[src/rtl/muldiv_issue_ctrl_pkg.sv]
`default_nettype none
// ============================================================================
// Module   : muldiv_issue_ctrl_pkg
// Brief    : Shared widths, M-extension funct3 codes and issue FSM state type.
// Revision : 1.0 - initial release
// ============================================================================
package muldiv_issue_ctrl_pkg;

  localparam int MD_XLEN           = 32;
  localparam int MD_N_HARTS        = 4;
  localparam int MD_HART_ID_W      = 2;
  localparam int MD_REG_ADDR_W     = 5;
  localparam int MD_TIMEOUT_CYCLES = 64;
  localparam int MD_OP_W           = 3;

  localparam logic [MD_OP_W-1:0] OP_MUL    = 3'b000;
  localparam logic [MD_OP_W-1:0] OP_MULH   = 3'b001;
  localparam logic [MD_OP_W-1:0] OP_MULHSU = 3'b010;
  localparam logic [MD_OP_W-1:0] OP_MULHU  = 3'b011;
  localparam logic [MD_OP_W-1:0] OP_DIV    = 3'b100;
  localparam logic [MD_OP_W-1:0] OP_DIVU   = 3'b101;
  localparam logic [MD_OP_W-1:0] OP_REM    = 3'b110;
  localparam logic [MD_OP_W-1:0] OP_REMU   = 3'b111;

  typedef enum logic [1:0] {
    ST_IDLE  = 2'd0,
    ST_ISSUE = 2'd1,
    ST_WAIT  = 2'd2,
    ST_WB    = 2'd3
  } md_state_e;

endpackage
`default_nettype wire

[src/rtl/muldiv_issue_ctrl_if.sv]
`default_nettype none
// ============================================================================
// Module   : muldiv_issue_ctrl_if
// Brief    : MULDIV request/response bundle; master = issue side, slave = unit.
// Revision : 1.0 - initial release
// ============================================================================
interface muldiv_issue_ctrl_if
  import muldiv_issue_ctrl_pkg::*;
#(
  parameter int XLEN       = MD_XLEN,
  parameter int HART_ID_W  = MD_HART_ID_W,
  parameter int REG_ADDR_W = MD_REG_ADDR_W
) ();

  logic                  muldiv_start;
  logic [MD_OP_W-1:0]    muldiv_op;
  logic [XLEN-1:0]       muldiv_a;
  logic [XLEN-1:0]       muldiv_b;
  logic [HART_ID_W-1:0]  muldiv_hart_id;
  logic [REG_ADDR_W-1:0] muldiv_rd;

  logic                  muldiv_busy;
  logic                  muldiv_done;
  logic [XLEN-1:0]       muldiv_result;
  logic [HART_ID_W-1:0]  muldiv_done_hart_id;
  logic [REG_ADDR_W-1:0] muldiv_done_rd;

  modport master (
    output muldiv_start, muldiv_op, muldiv_a, muldiv_b, muldiv_hart_id, muldiv_rd,
    input  muldiv_busy, muldiv_done, muldiv_result, muldiv_done_hart_id, muldiv_done_rd
  );

  modport slave (
    input  muldiv_start, muldiv_op, muldiv_a, muldiv_b, muldiv_hart_id, muldiv_rd,
    output muldiv_busy, muldiv_done, muldiv_result, muldiv_done_hart_id, muldiv_done_rd
  );

endinterface
`default_nettype wire

[src/rtl/muldiv_issue_ctrl.sv]
`default_nettype none
// ============================================================================
// Module   : muldiv_issue_ctrl
// Brief    : Single-op MUL/DIV issue controller with hart blocking and
//            arbitrated regfile writeback. MULDIV_ISSUE_TIMEOUT_EN adds a
//            WAIT-state watchdog that forces an all-ones writeback.
// Revision : 1.0 - initial release
// ============================================================================
module muldiv_issue_ctrl
  import muldiv_issue_ctrl_pkg::*;
#(
  parameter int XLEN       = MD_XLEN,
  parameter int N_HARTS    = MD_N_HARTS,
  parameter int HART_ID_W  = MD_HART_ID_W,
  parameter int REG_ADDR_W = MD_REG_ADDR_W
`ifdef MULDIV_ISSUE_TIMEOUT_EN
  ,
  parameter int TIMEOUT_CYCLES = MD_TIMEOUT_CYCLES
`endif
) (
  input  logic                  clk,
  input  logic                  rst_n,

  input  logic                  ex_valid_i,
  input  logic [MD_OP_W-1:0]    ex_op_i,
  input  logic [XLEN-1:0]       ex_a_i,
  input  logic [XLEN-1:0]       ex_b_i,
  input  logic [HART_ID_W-1:0]  ex_hart_id_i,
  input  logic [REG_ADDR_W-1:0] ex_rd_i,
  output logic                  ex_ready_o,

  muldiv_issue_ctrl_if.master   md,

  output logic [N_HARTS-1:0]    hart_blocked_o,

  output logic                  wb_valid_o,
  output logic [HART_ID_W-1:0]  wb_hart_id_o,
  output logic [REG_ADDR_W-1:0] wb_rd_o,
  output logic [XLEN-1:0]       wb_data_o,
  input  logic                  wb_ready_i,

  output logic                  muldiv_err_o
);

  md_state_e             state_q, state_d;
  logic [MD_OP_W-1:0]    op_q;
  logic [XLEN-1:0]       a_q, b_q, data_q;
  logic [HART_ID_W-1:0]  hart_q;
  logic [REG_ADDR_W-1:0] rd_q;
  logic [N_HARTS-1:0]    blocked_q;
  logic                  err_q, err_d;

  logic accept, load_op, capture, timeout_fill, wb_fire, done_match, wd_expired;

  assign done_match = md.muldiv_done
                   && (md.muldiv_done_hart_id == hart_q)
                   && (md.muldiv_done_rd == rd_q);

`ifdef MULDIV_ISSUE_TIMEOUT_EN
  localparam int WD_W = $clog2(TIMEOUT_CYCLES + 1);
  logic [WD_W-1:0] wd_cnt_q;

  always_ff @(posedge clk or negedge rst_n) begin
    if (!rst_n) begin
      wd_cnt_q <= '0;
    end else if (state_q == ST_ISSUE) begin
      wd_cnt_q <= '0;
    end else if (state_q == ST_WAIT) begin
      wd_cnt_q <= wd_cnt_q + 1'b1;
    end
  end

  // Fires on the TIMEOUT_CYCLES-th WAIT cycle without a matching done.
  assign wd_expired = (state_q == ST_WAIT) && (wd_cnt_q == WD_W'(TIMEOUT_CYCLES - 1));
`else
  assign wd_expired = 1'b0;
`endif

  always_ff @(posedge clk or negedge rst_n) begin
    if (!rst_n) begin
      state_q <= ST_IDLE;
    end else begin
      state_q <= state_d;
    end
  end

  always_comb begin
    state_d         = state_q;
    accept          = 1'b0;
    load_op         = 1'b0;
    capture         = 1'b0;
    timeout_fill    = 1'b0;
    wb_fire         = 1'b0;
    err_d           = 1'b0;
    md.muldiv_start = 1'b0;
    wb_valid_o      = 1'b0;
    case (state_q)
      ST_IDLE: begin
        accept = ex_valid_i && !md.muldiv_busy;
        // Writes to x0 are retired here without occupying the unit.
        if (accept && (ex_rd_i != '0)) begin
          load_op = 1'b1;
          state_d = ST_ISSUE;
        end
        err_d = md.muldiv_done;
      end
      ST_ISSUE, ST_WAIT: begin
        if (state_q == ST_ISSUE) begin
          md.muldiv_start = 1'b1;
          state_d         = ST_WAIT;
        end
        if (done_match) begin
          capture = 1'b1;
          state_d = ST_WB;
        end else if (md.muldiv_done) begin
          err_d = 1'b1;
        end else if (wd_expired) begin
          err_d        = 1'b1;
          timeout_fill = 1'b1;
          state_d      = ST_WB;
        end
      end
      ST_WB: begin
        wb_valid_o = 1'b1;
        err_d      = md.muldiv_done;
        if (wb_ready_i) begin
          wb_fire = 1'b1;
          state_d = ST_IDLE;
        end
      end
      default: state_d = ST_IDLE;
    endcase
  end

  always_ff @(posedge clk or negedge rst_n) begin
    if (!rst_n) begin
      op_q      <= '0;
      a_q       <= '0;
      b_q       <= '0;
      hart_q    <= '0;
      rd_q      <= '0;
      data_q    <= '0;
      blocked_q <= '0;
      err_q     <= 1'b0;
    end else begin
      err_q <= err_d;
      if (load_op) begin
        op_q      <= ex_op_i;
        a_q       <= ex_a_i;
        b_q       <= ex_b_i;
        hart_q    <= ex_hart_id_i;
        rd_q      <= ex_rd_i;
        blocked_q <= N_HARTS'(1) << ex_hart_id_i;
      end else if (wb_fire) begin
        blocked_q[hart_q] <= 1'b0;
      end
      if (capture) begin
        data_q <= md.muldiv_result;
      end else if (timeout_fill) begin
        data_q <= '1;
      end
    end
  end

  assign ex_ready_o        = accept;
  assign md.muldiv_op      = op_q;
  assign md.muldiv_a       = a_q;
  assign md.muldiv_b       = b_q;
  assign md.muldiv_hart_id = hart_q;
  assign md.muldiv_rd      = rd_q;
  assign hart_blocked_o    = blocked_q;
  assign wb_hart_id_o      = hart_q;
  assign wb_rd_o           = rd_q;
  assign wb_data_o         = data_q;
  assign muldiv_err_o      = err_q;

endmodule
`default_nettype wire

[src/flat_wrapper.sv]
// flat-port wrapper written by rule: the top's interface ports become plain ports
module muldiv_issue_ctrl_flat import muldiv_issue_ctrl_pkg::*;
#(
  parameter int XLEN       = MD_XLEN,
  parameter int N_HARTS    = MD_N_HARTS,
  parameter int HART_ID_W  = MD_HART_ID_W,
  parameter int REG_ADDR_W = MD_REG_ADDR_W

)
  (clk, rst_n, ex_valid_i, ex_op_i, ex_a_i, ex_b_i, ex_hart_id_i, ex_rd_i, ex_ready_o, hart_blocked_o, wb_valid_o, wb_hart_id_o, wb_rd_o, wb_data_o, wb_ready_i, muldiv_err_o, md_muldiv_start, md_muldiv_op, md_muldiv_a, md_muldiv_b, md_muldiv_hart_id, md_muldiv_rd, md_muldiv_busy, md_muldiv_done, md_muldiv_result, md_muldiv_done_hart_id, md_muldiv_done_rd);
  muldiv_issue_ctrl_if #(.XLEN(XLEN), .HART_ID_W(HART_ID_W), .REG_ADDR_W(REG_ADDR_W)) md_i ();
  input  logic clk;
  input  logic rst_n;
  input  logic ex_valid_i;
  input  logic [MD_OP_W-1:0] ex_op_i;
  input  logic [XLEN-1:0] ex_a_i;
  input  logic [XLEN-1:0] ex_b_i;
  input  logic [HART_ID_W-1:0] ex_hart_id_i;
  input  logic [REG_ADDR_W-1:0] ex_rd_i;
  output logic ex_ready_o;
  output logic [N_HARTS-1:0] hart_blocked_o;
  output logic wb_valid_o;
  output logic [HART_ID_W-1:0] wb_hart_id_o;
  output logic [REG_ADDR_W-1:0] wb_rd_o;
  output logic [XLEN-1:0] wb_data_o;
  input  logic wb_ready_i;
  output logic muldiv_err_o;
  output wire logic [$bits(md_i.muldiv_start)-1:0] md_muldiv_start;
  output wire logic [$bits(md_i.muldiv_op)-1:0] md_muldiv_op;
  output wire logic [$bits(md_i.muldiv_a)-1:0] md_muldiv_a;
  output wire logic [$bits(md_i.muldiv_b)-1:0] md_muldiv_b;
  output wire logic [$bits(md_i.muldiv_hart_id)-1:0] md_muldiv_hart_id;
  output wire logic [$bits(md_i.muldiv_rd)-1:0] md_muldiv_rd;
  input wire logic [$bits(md_i.muldiv_busy)-1:0] md_muldiv_busy;
  input wire logic [$bits(md_i.muldiv_done)-1:0] md_muldiv_done;
  input wire logic [$bits(md_i.muldiv_result)-1:0] md_muldiv_result;
  input wire logic [$bits(md_i.muldiv_done_hart_id)-1:0] md_muldiv_done_hart_id;
  input wire logic [$bits(md_i.muldiv_done_rd)-1:0] md_muldiv_done_rd;
  assign md_muldiv_start = md_i.muldiv_start;
  assign md_muldiv_op = md_i.muldiv_op;
  assign md_muldiv_a = md_i.muldiv_a;
  assign md_muldiv_b = md_i.muldiv_b;
  assign md_muldiv_hart_id = md_i.muldiv_hart_id;
  assign md_muldiv_rd = md_i.muldiv_rd;
  assign md_i.muldiv_busy = md_muldiv_busy;
  assign md_i.muldiv_done = md_muldiv_done;
  assign md_i.muldiv_result = md_muldiv_result;
  assign md_i.muldiv_done_hart_id = md_muldiv_done_hart_id;
  assign md_i.muldiv_done_rd = md_muldiv_done_rd;
  muldiv_issue_ctrl #(.XLEN(XLEN), .N_HARTS(N_HARTS), .HART_ID_W(HART_ID_W), .REG_ADDR_W(REG_ADDR_W)) u_core (.clk(clk), .rst_n(rst_n), .ex_valid_i(ex_valid_i), .ex_op_i(ex_op_i), .ex_a_i(ex_a_i), .ex_b_i(ex_b_i), .ex_hart_id_i(ex_hart_id_i), .ex_rd_i(ex_rd_i), .ex_ready_o(ex_ready_o), .md(md_i), .hart_blocked_o(hart_blocked_o), .wb_valid_o(wb_valid_o), .wb_hart_id_o(wb_hart_id_o), .wb_rd_o(wb_rd_o), .wb_data_o(wb_data_o), .wb_ready_i(wb_ready_i), .muldiv_err_o(muldiv_err_o));
endmodule
[config.mk]
export PLATFORM = sky130hd
export DESIGN_NAME = muldiv_issue_ctrl_flat
export DESIGN_NICKNAME = d
export VERILOG_FILES = /design/src/rtl/muldiv_issue_ctrl_pkg.sv /design/src/rtl/muldiv_issue_ctrl_if.sv /design/src/rtl/muldiv_issue_ctrl.sv /design/src/flat_wrapper.sv
export SDC_FILE = /design/constraint.sdc
export NUM_CORES = 1
export LEC_CHECK = 0
export BUFFER_PORTS_ARGS = -buffer_cell sky130_fd_sc_hd__buf_2
export CAP_MARGIN = 20
export CELL_PAD_IN_SITES_DETAIL_PLACEMENT = 1
export CELL_PAD_IN_SITES_GLOBAL_PLACEMENT = 1
export CORE_MARGIN = 2
export CORE_UTILIZATION = 32
export DETAILED_ROUTE_END_ITERATION = 8
export GPL_ROUTABILITY_DRIVEN = 1
export PLACE_DENSITY = 0.81
export SLEW_MARGIN = 5
export SYNTH_ARGS = -nofsm -noshare
export SYNTH_HDL_FRONTEND = slang
export SYNTH_SLANG_ARGS = --single-unit
[constraint.sdc]
create_clock -name clk -period 1.9 [get_ports clk]
set_input_delay 0.19 -clock clk [delete_from_list [all_inputs] [get_ports clk]]
set_output_delay 0.19 -clock clk [all_outputs]
set_load 0.05 [all_outputs]
## Word level (Yosys, flattened, before mapping)

Cells that the tools add are included.

| operators by class | value |
|---|---|
| eq/ne operators | 8 |
| muxes and demuxes | 23 |
| $lt $le $gt $ge | 2 |
| $add $sub $neg | 0 |
| reductions and logical operators | 12 |
| $mul | 0 |
| shift-type cells | 1 |
| div/mod/pow operators | 0 |
| bitwise logic cells | 2 |

Operator list:

| cell | count |
|---|---|
| $mux W32 | 1 |
| $mux W1 | 13 |
| $mux W2 | 4 |
| $mux W4 | 2 |
| $pmux W2 S3 | 1 |
| $eq A5 B5 Y1 | 1 |
| $logic_and A1 B1 Y1 | 5 |
| $reduce_bool A5 Y1 | 1 |
| $and A4 B4 Y4 | 1 |
| $eq A2 B2 Y1 const B | 2 |
| $not A4 Y4 | 1 |
| $reduce_or A2 Y1 | 2 |
| $shl A1 B2 Y4 const A | 1 |
| $lt A2 B3 Y1 const B | 1 |
| $ne A3 B1 Y1 const B | 1 |
| $reduce_and A3 Y1 | 1 |
| $demux W1 S2 | 1 |
| $eq A2 B1 Y1 const B | 1 |
| $eq A2 B2 Y1 | 1 |
| $ge A2 B1 Y1 const B | 1 |
| $logic_not A2 Y1 | 1 |
| $ne A2 B1 Y1 const B | 1 |
| $ne A2 B2 Y1 const B | 1 |
| $pmux W1 S2 | 1 |
| other kinds (2) | 2 |

| word-level totals | value |
|---|---|
| bits in registers | 113 |
| word-level logic and storage cells | 57 |
| memories | 0 |
| output and inout bits | 121 |
| latch bits | 0 |
| memory bits (writable) | 0 |
| memory bits (read-only) | 0 |

## Depth between registers and ports, before layout

| logic depth | value |
|---|---|
| depth in word-level cells | 8 |
| mapped depth | 9 |
| depth with buffers taken out | 6 |

## Worst setup path after synthesis

No wires, ideal clock.

| timing | value |
|---|---|
| path type | reg-to-reg |
| start point | reg u_core.state_q[0] |
| end point | reg u_core.a_q[30] (netlist: u_core.md.muldiv_a[30]) |
| data required time | 1.775 ns |
| cell stages (with the launch flop) | 9 |
| path buffers | 3 |
| clock period less this slack | 2.082 ns |
| library setup time | 0.125 ns |
| arrival | 1.957 ns |
| slack | -0.182 ns |
| path through | dfrtp_1 inv_1 ha_1 and3b_1 buf_2 o31a_1 buf_6 buf_6 mux2_4 |

| between the ends | value |
|---|---|
| cells in the longest elaborated chain, start to end | 2 |

Ends and longest elaborated chain:

| what | line | text |
|---|---|---|
| start, declared | muldiv_issue_ctrl.sv:45 | `md_state_e state_q, state_d;` |
| start signal, assigned | muldiv_issue_ctrl.sv:83 | `state_q <= state_d;` |
| $logic_not A2 Y1 | muldiv_issue_ctrl.sv:97 | `case (state_q)` |
| $mux W1 | muldiv_issue_ctrl.sv:97 |  |
| end signal, assigned | muldiv_issue_ctrl.sv:149 | `a_q <= ex_a_i;` |
| end, declared | muldiv_issue_ctrl.sv:47 | `logic [XLEN-1:0] a_q, b_q, data_q;` |

No other way between the ends.
A chain may end at the register's enable or synchronous reset.

## Worst setup path in the final report

| timing | value |
|---|---|
| start point | reg u_core.state_q[0] |
| end point | reg u_core.state_q[0] |

| between the ends | value |
|---|---|
| cells in the longest elaborated chain, start to end | 4 |
| elaborated cells between the ends (all ways) | 10 |
| those cells by class | eq/ne: 6; mux: 1; reduce/logical: 3 |

Ends and longest elaborated chain:

| what | line |
|---|---|
| $eq A2 B2 Y1 or $eq A2 B1 Y1 (tied branches) | muldiv_issue_ctrl.sv:97, muldiv_issue_ctrl.sv:108 |
| $reduce_or A2 Y1 | muldiv_issue_ctrl.sv:97 |
| $ne A3 B1 Y1 (no line) | n/a |
| $reduce_and A3 Y1 (no line) | n/a |

Parallel ways exist; a longest one is shown, timed or not.

==> results.md <==
Outcome:
- The flow ran to the end, and the final reports show no timing, DRC or antenna violations.

Synth:
- Ranked by total cell area, the synthesized netlist is headed by dfrtp_1 61%, mux2_2 16%, mux2_4 10%.
- The yosys synthesis warning count is 0.
- The share of synthesized flip-flops with an asynchronous set or reset is between 90% and 100%.
- Of the total synthesized cell area, the portion taken by AND, OR, NAND and NOR gates is ~4%.
- The biggest area contributor in the post-synthesis netlist is dfrtp_1.
- dfrtp_1 is the most common cell in the netlist.
- Each instance of the synthesized netlist takes up on average about 16 µm².
- Summed over its instances, the top area cell type makes up approximately three fifths of the synthesized netlist area.
- The number of distinct standard cells referenced by the synthesized netlist is 32.
- Counting flops and latches in the post-synthesis netlist gives roughly 110.
- Among all flip-flop cells after synthesis, the most frequent one is dfrtp_1.
- Of the total synthesized cell area, the portion taken by full adders, half adders and majority gates is under 10%.
- Counting every instance in the synthesized netlist gives around 300.
- By count the netlist is led by 113 x dfrtp_1, 68 x mux2_2, 32 x mux2_4.
- The fraction of synthesized area in multiplexers is around 27%.
- The synthesized cell area is 0.00466 mm².
- The synthesized netlist net count is roughly 420.
- The xor/xnor cell area share of the yosys netlist is around 1.3%.
- The compound-gate portion of the synthesized area is 2.44%.
- The share of the Yosys chip area taken by registers is approximately 60%.
- The number of flops mapped to enable cells by yosys is 0.
- By area, the combinational part of the netlist is dominated by multiplexers.

Floorplanning:
- From left edge to right edge, the die measures ~120 µm.
- Pin placement for this block handled 240 I/O pins.
- The core region is around 0.014 mm².
- The count of standard-cell rows is 44.
- The initial utilization of the core area, before any placement, comes to around 32%.
- The die extent in y is approximately 120 µm.
- The die covers 0.0156 mm².

Drt:
- The number of DRC violations after detailed routing is 0.
- The total detailed-routing wirelength is about 13 mm.
- The count of nets left with antenna violations once routing finished came out at 0.
- The first-pass iteration count of the detailed router is 4.
- The DRC violation total after the first TritonRoute iteration is 95.
- The total vias in the final route is approximately 3.5k.
- The number of vias per cell after detailed routing is approximately 4.5.
- The wire length per cell is approximately 17 µm.

Placed design:
- At the placement stage, the worst setup path has a slack of -1.31 ps.
- Detailed placement finished with a half-perimeter wire length of 9.86 mm.
- The congestion estimate from routability-driven global placement came to 0.807.
- The total cell area at the placement stage is approximately 0.006 mm².
- The count of input and output buffers is approximately 240.
- The count of placed standard cells including taps is a little over 700.

Run:
- Across the run, the number of max-cap violations was 0.

Worst hold path:
- The start point of the worst hold path is ex_a_i[3].
- The number of instances on the worst hold path is 2.
- The end point of the worst hold path is u_core.md.muldiv_a[3].
- The worst hold-check path type is in -> reg.

Global routing:
- The overall fraction of global-route tracks in use is 17.2%.
- The number of global-route vias before repair is 4018.
- After global routing the overflow that remains totals 0.
- The number of antenna violations at the first check in global routing came to 2.
- The largest net degree at the start of global routing is 54.
- The global-route wire length before repair is 20.9 mm.

Critical path:
- STA classifies the critical path endpoint as a flip-flop.
- The endpoint identified for the worst register-to-register timing path is u_core.state_q[0].
- For the worst setup path, the data arrival time is approximately 2100 ps.
- The number of cells on the worst reg-to-reg path is 7.
- The register-to-register setup slack is about 89 ps.
- The startpoint identified for the worst register-to-register timing path is u_core.state_q[0].
- The maximum fanout along the worst path is 5.
- Data on the critical path is required at its endpoint by between 2000 and 2500 ps.
- The worst setup path is launched from a flip-flop.
- The setup path with the least slack is of type reg -> reg.

Timing:
- Of the available clock period, the critical path in the final layout requires 95.3%.
- Adding up every negative setup slack in the final design gives 0 ps.
- The time the worst path needs with I/O delays and setup is between 1500 and 2000 ps.
- The worst max-slew margin expressed relative to the limit is 46.1%.
- Setup violations remaining at the end of the flow were counted as 0.
- The maximum frequency from static timing analysis is 552 MHz.
- The count of final hold-check violations is 0.
- In the post-route analysis, the smallest setup slack over all paths is ~89 ps.
- For the pin with the worst max-slew slack, the measured transition is between 800 and 900 ps.
- The number of max-slew violations in the final report is 0.
- The setup clock skew after layout is 8.36 ps.

Pwr:
- The worst vdd rail ir drop is about 0.0013 V.
- The power density over the cells is roughly 2200 mW/mm².
- The total power of the final layout is around 16 mW.
- The static leakage power is between 3 and 4 nW.

Clock network:
- The clock insertion delay at the later pin of the skew report is 400 ps.
- In this run the clock root is driven by a clkbuf_16.
- The number of clock buffers added by TritonCTS is 17.
- The clock tree from TritonCTS is done.
- The clock passes through at most 2 buffers.
- After clock tree synthesis, the clock-pin slew on the worst setup and hold paths is approximately 60 ps.
- The deepest level of the CTS H-tree is 4.
- Counting every sink on the clock net gives approximately 110.

Finish:
- The finished cells cover just over 0.007 mm².
- The final layout contains approximately 700 nets.
- Excluding fillers, the count of instances in the completed layout stands at between 700 and 800.
- In the final layout, the share of cells above drive strength 1 is ~70%.
- The layout overhead on the synthesized area is 52.2%.
final cells by class:
class,count,area (µm²)
Sequential cell,113,2840
Clock buffer,22,484
Tap cell,184,230
Clock inverter,10,155
Fill cell,1515,7270
Inverter,5,18.8
Multi-Input combinational cell,161,1710
Antenna cell,2,5.00
Timing Repair Buffer,277,1660
how the worst max path moves through the flow:
stage                                       from                     end
after global placement         u_core.state_q[1]       u_core.state_q[0]
after CTS                      u_core.state_q[0]              ex_ready_o
after detailed placement       u_core.state_q[0]       u_core.state_q[0]
final                          u_core.state_q[0]       u_core.state_q[0]
after floorplan                u_core.state_q[0]  u_core.md.muldiv_a[30]
after global routing      u_core.md.muldiv_rd[2]    u_core.wb_data_o[23]
placed cells by master (no fill, tap or decap), types with 2 or more instances in the layout:
master and instances:
clkbuf_8 4, buf_4 14, nor2b_1 2, dfrtp_2 7, inv_1 4, nand2_1 15, buf_2 237, nand4_1 2
buf_12 4, mux2_2 68, ha_1 3, mux2_4 32, diode_2 2, xnor2_1 6, o31ai_1 3, nand3_1 3
o21ai_0 6, clkbuf_16 20, nand3b_1 2, clkinvlp_4 2, dlygate4sd3_1 17, clkinv_2 4, o211ai_1 2, bufinv_16 4
dfrtp_1 106
flip-flops by register name (all words and copies together) (netlist names):
signal                    count
u_core.hart_blocked_o         4
u_core.md.muldiv_rd           5
u_core.muldiv_err_o           1
u_core.wb_data_o             32
u_core.md.muldiv_hart_id      2
u_core.md.muldiv_a           32
u_core.md.muldiv_op           3
u_core.state_q                2
u_core.md.muldiv_b           32
routing by layer:
metal	up-vias	GRT usage, %	part of all wire (%)
met3	25	5.97	7.3
met4	0	8.46	2.6
met5	-	0	0
met2	154	30.1	52
li1	1611	-	-
met1	1730	18.5	38
what timing repair did:
item                                   4_1_cts  5_1_grt
pin swaps                                    0        4
endpoints found under the hold margin       42        0
gates resized for setup                      2       10
gates cloned                                 0        3
setup endpoints to repair                    1       45
hold buffers                                17        0
setup buffers                                0        3
where the power goes:
group / switching (mW) / leakage [nW] / internal (mW)
registers: 0.659 / 1.41 / 3.55
logic: 5.79 / 1.94 / 2.40
clock network: 1.07 / 0.312 / 2.32
total: 7.51 / 3.66 / 8.28
worst max-delay path, stage by stage, from the launching register on:
cell and delay [ps]:
dfrtp_1 370, inv_1 110, ha_4 160, or3b_4 380, o221ai_2 180, buf_4 170
mux2i_2 210, nand3_1 100
per-stage QoR:
step / util [%] / hold slack [ps]
final: 49.4 / 17.4
after global routing: 49.4 / 3.95
after CTS: 48.4 / 0.151
after detailed placement: 42.7 / 161
after global placement: 42.7 / 153
after floorplan: - / -106
cells by family (layout without fill, tap and decap cells):
group,count (synthesis),in the layout
flip-flops,113,113
AND/OR/NAND/NOR,33,33
multiplexers,101,101
AO/OA/AOI/OAI,16,16
XOR/XNOR,7,7
buffers and inverters,24,314
other,0,2
adder cells (fa/ha/maj),4,4
Note: power is estimated with default switching activity, not from simulation.
